### config.mk
export PLATFORM = sky130hd
export DESIGN_NAME = seg7led_tmr0_unit
export DESIGN_NICKNAME = d
export VERILOG_FILES = /design/src/rtl/seg7led_tmr0_unit.sv
export SDC_FILE = /design/constraint.sdc
export NUM_CORES = 1
export LEC_CHECK = 0
export BUFFER_PORTS_ARGS = -buffer_cell sky130_fd_sc_hd__buf_2
export CAP_MARGIN = 5
export CORE_ASPECT_RATIO = 0.75
export CORE_MARGIN = 3
export CORE_UTILIZATION = 50
export DETAILED_ROUTE_END_ITERATION = 8
export GPL_TIMING_DRIVEN = 0
export PLACE_DENSITY = 0.76
export RECOVER_POWER = 25
export SYNTH_ARGS = -nofsm -noshare
export SYNTH_HDL_FRONTEND = slang
export SYNTH_SLANG_ARGS = --single-unit
### constraint.sdc
create_clock -name clk -period 3.45 [get_ports clk]
set_input_delay 0.69 -clock clk [delete_from_list [all_inputs] [get_ports clk]]
set_output_delay 0.69 -clock clk [all_outputs]
set_load 0.01 [all_outputs]
### src/rtl/seg7led_tmr0_unit.sv
// Dual-digit hex 7-segment decoder plus a 32-bit reloadable down-counter
// timer that emits a one-cycle request on every expiry.
module seg7led_tmr0_unit (
    input  logic        clk,
    input  logic        rst,       // synchronous, active-low
    input  logic [7:0]  data,
    output logic [6:0]  seg7led1,
    output logic [6:0]  seg7led2,
    input  logic [31:0] din,
    input  logic        ld,
    input  logic        clr,
    input  logic        tmr_en,
    output logic        tmr_req,
    output logic [31:0] cntr_o
);

    // Active-low segment pattern for one hex nibble (bit0=a .. bit6=g).
    function automatic logic [6:0] hex_to_seg(input logic [3:0] nib);
        logic [6:0] seg;
        case (nib)
            4'h0: seg = 7'h40;
            4'h1: seg = 7'h79;
            4'h2: seg = 7'h24;
            4'h3: seg = 7'h30;
            4'h4: seg = 7'h19;
            4'h5: seg = 7'h12;
            4'h6: seg = 7'h02;
            4'h7: seg = 7'h78;
            4'h8: seg = 7'h00;
            4'h9: seg = 7'h10;
            4'hA: seg = 7'h08;
            4'hB: seg = 7'h03;
            4'hC: seg = 7'h46;
            4'hD: seg = 7'h21;
            4'hE: seg = 7'h06;
            default: seg = 7'h0E;
        endcase
        return seg;
    endfunction

    // Digit 1 is the high nibble, digit 0 the low nibble.
    logic [6:0] w_seg [2];

    genvar gi;
    generate
        for (gi = 0; gi < 2; gi++) begin : g_digit
            // Purely combinational decode; independent of reset.
            always_comb begin
                w_seg[gi] = hex_to_seg(data[gi*4 +: 4]);
            end
        end
    endgenerate

    assign seg7led1 = w_seg[1];
    assign seg7led2 = w_seg[0];

    logic [31:0] r_cntr;
    logic [31:0] r_reload;
    logic        r_req;
    logic        w_cntr_zero;

    assign w_cntr_zero = (r_cntr == 32'd0);

    // Timer update: reset, clear, load, decrement, expiry/reload, hold.
    always_ff @(posedge clk) begin
        if (!rst) begin
            r_cntr   <= 32'd0;
            r_reload <= 32'd0;
            r_req    <= 1'b0;
        end else if (clr) begin
            // A simultaneous load still captures the reload value, but the
            // counter stays cleared so the next enabled edge expires.
            r_cntr <= 32'd0;
            r_req  <= 1'b0;
            if (ld) begin
                r_reload <= din;
            end
        end else if (ld) begin
            r_cntr   <= din;
            r_reload <= din;
            r_req    <= 1'b0;
        end else if (tmr_en && !w_cntr_zero) begin
            r_cntr <= r_cntr - 32'd1;
            r_req  <= 1'b0;
        end else if (tmr_en) begin
            // Expiry: never wrap below zero, reload and pulse the request.
            r_cntr <= r_reload;
            r_req  <= 1'b1;
        end else begin
            r_req <= 1'b0;
        end
    end

    assign cntr_o  = r_cntr;
    assign tmr_req = r_req;

endmodule

==> results.json <==
{
  "hp-start": "r_reload[24]",
  "insertion_delay_ns": 0.35,
  "wl_mm": 13.2,
  "wl_per_cell_um": 19.1,
  "dr.pass1.iters": 7,
  "arrival_ns": 3.26,
  "fill_cells": 686,
  "die_w_um": 109,
  "drt_iter0_drc": 594,
  "n_antenna_cell": 0,
  "htree_levels": 3,
  "end_kind": "flop",
  "r2r_setup_slack_ns": 0.44,
  "drc": 0,
  "rows": 27,
  "start_util_pct": 52.8,
  "layout_common_cells": "65 x dfxtp_1, 62 x buf_2, 53 x nand2_1",
  "ys_seq_elements": 65,
  "cts.sinks": 65,
  "wl_met2_mm": 5.56,
  "cp.required_ns": 3.69,
  "worst_slew_pin_slew_ns": 0.815,
  "slowest_stage": "or4_1",
  "max_stage_delay_ns": 0.67,
  "avgSynthCellArea_um2": 8.21,
  "post-place-cells": 673,
  "grt_max_degree": 12,
  "slew_headroom_pct": 45.7,
  "post_cts_resized": 0,
  "ir_worst_vdd_v": 0.000290,
  "area_growth_pct": 19.9,
  "multiInputGateArea_mm2": 0.00250,
  "grt_use_total_pct": 29.5,
  "rsz0062_at_grt": "false",
  "synth_cell_types": 54,
  "hold_violations": 0,
  "yosysTopAreaCell": "dfxtp_1",
  "die_h_um": 83.0,
  "final.period_utilization_pct": 87.3,
  "cts_root_buf": "clkbuf_8",
  "max_cap_viol_count": 0,
  "wl_met3_mm": 1.61,
  "crit_path_start": "cntr_o[19]",
  "syn_nets": 541,
  "die_area_mm2": 0.00903,
  "cts_buffers": 9,
  "whs_path_depth": 2,
  "status": "completed",
  "cts_setup_buffers": 0,
  "synthTopCellsByArea": "dfxtp_1 33%, mux2i_1 7.3%, nand2_1 5.0%",
  "syn_inst": 482,
  "place_hpwl_mm": 9.34,
  "vias": 4272,
  "place.port_buffers": 90,
  "slew_violations": 0,
  "grt_pass1_vias": 4079,
  "grt.overflow.total": 0,
  "final_cells": 689,
  "async_flop_share_pct": 0,
  "antenna_found_initial": 0,
  "highest_layer": "met4",
  "final-seq-area_mm2": 0.00130,
  "setup_viol": 0,
  "r2r_end": "cntr_o[13]",
  "crit_chain": "or4_1, or4_4, buf_6, nor3b_4, nor3_2, o311a_1, a221o_1",
  "final_common_cell": "dfxtp_1",
  "pin_count": 92,
  "rr_worst_depth": 7,
  "crit_fanout": 10,
  "cts_tree": "yes",
  "dp_slack_ns": 0.559,
  "seq_area_frac_synth_pct": 32.9,
  "clock-skew-final_ns": 0.00582,
  "timing.fmax_mhz": 332,
  "routabilityCongestion": 0.942,
  "synth_edf_count": 0,
  "whs_endpoint": "r_reload[24]",
  "power_density_mw_per_mm2": 458,
  "fin_ws_ns": 0.437,
  "m1WireLength_mm": 5.68,
  "ys.flop_type": "dfxtp_1",
  "cellLeakagePower_nw": 1.96,
  "critPathLaunchType": "flop",
  "ant_nets": 0,
  "grt_pass1_wl_mm": 21.1,
  "yosysWarnings": 0,
  "finalPower_w": 0.00217,
  "core_area_mm2": 0.00750,
  "period_minus_slack_ns": 3.01,
  "postCtsHoldBufs": 0,
  "vias_per_cell": 6.20,
  "r2r-start": "cntr_o[19]",
  "cts_buffer_depth": 2,
  "netlist_area_mm2": 0.00396,
  "synth_top_area_share_pct": 32.9,
  "hp-class": "flop to flop",
  "tns_ns": 0,
  "drive_above_1_share_pct": 15.3,
  "crit_type": "flop to flop",
  "fin_nets": 642,
  "clk_pin_slew_ns": 0.07
}
## report_power, final
part / internal [W] / switching (W) / total [W]
Clock: 0.000499 / 0.000316 / 0.000815
Combinational: 0.000207 / 0.000315 / 0.000522
Sequential: 0.000791 / 0.0000447 / 0.000836
## flip-flops by register name, indices dropped and copies added (netlist names)
| signal | count |
|---|---|
| cntr_o | 32 |
| r_reload | 32 |
| tmr_req | 1 |
## Yosys cell counts, types with 3 or more instances
cell type and count:
a21boi_0 11, a21oi_1 14, a22o_1 4, a22oi_1 16
a31oi_1 11, buf_1 6, clkbuf_1 23, dfxtp_1 65
ha_1 14, inv_1 10, mux2i_1 29, nand2_1 53
nand2b_1 5, nand3_1 11, nand4_1 5, nor2_1 36
nor2b_1 26, nor3_1 12, nor4_1 7, nor4b_1 3
o21ai_0 32, o221ai_1 5, o22ai_1 15, or3_1 11
or4_1 4, xnor2_1 7, xor2_1 10
## critical path: cells and delay by family (launching register included)
kind,cells,cell delay (ns)
AOI/OAI and AO/OA,2,0.44
buffers and inverters,1,0.15
DFF,1,0.39
and+or+nand+nor,4,1.91
## worst max path at each step
| stage | cells past startpoint | endpoint | slack [ns] |
|---|---|---|---|
| final | 7 | cntr_o[13] | 0.44 |
| after global routing | 7 | cntr_o[3] | 0.22 |
| after CTS | 7 | cntr_o[13] | 0.57 |
| after detailed placement | 7 | cntr_o[13] | 0.56 |
| after global placement | 7 | cntr_o[13] | 0.63 |
| after floorplan | 7 | cntr_o[13] | 0.94 |
## layout make-up
type / count / share of cell area [%]
Tap cell: 101 / 2.66
Sequential cell: 65 / 27.4
Timing Repair Buffer: 90 / 8.76
Buffer: 30 / 2.53
Multi-Input combinational cell: 377 / 52.7
Clock buffer: 11 / 2.98
Inverter: 10 / 0.792
Clock inverter: 5 / 2.16
## stage by stage
step | area, um^2 | hold slack [ns] | util, %
after floorplan | 3960 | 0.445 | -
after global placement | 4530 | 0.460 | 60.4
after detailed placement | 4530 | 0.468 | 60.4
after CTS | 4780 | 0.478 | 63.7
after global routing | 4740 | 0.503 | 63.2
final | 4740 | 0.480 | 63.2
## metal layers
| layer | GRT usage (%) | vias up |
|---|---|---|
| li1 | - | 1971 |
| met1 | 41.6 | 1984 |
| met2 | 41.9 | 283 |
| met3 | 9.32 | 34 |
| met4 | 11.0 | 0 |
| met5 | 0 | - |
## cell families after synthesis
kind of cell / Yosys count / synth area share (%)
AOI/OAI and AO/OA: 126 / 21.0
muxes: 32 / 8.76
buffers and inverters: 40 / 3.98
xor gates and xnor gates: 17 / 3.76
DFF: 65 / 32.9
and+or+nand+nor: 188 / 25.1
adders and majority gates: 14 / 4.43
Power figures use the tool's default switching activity.
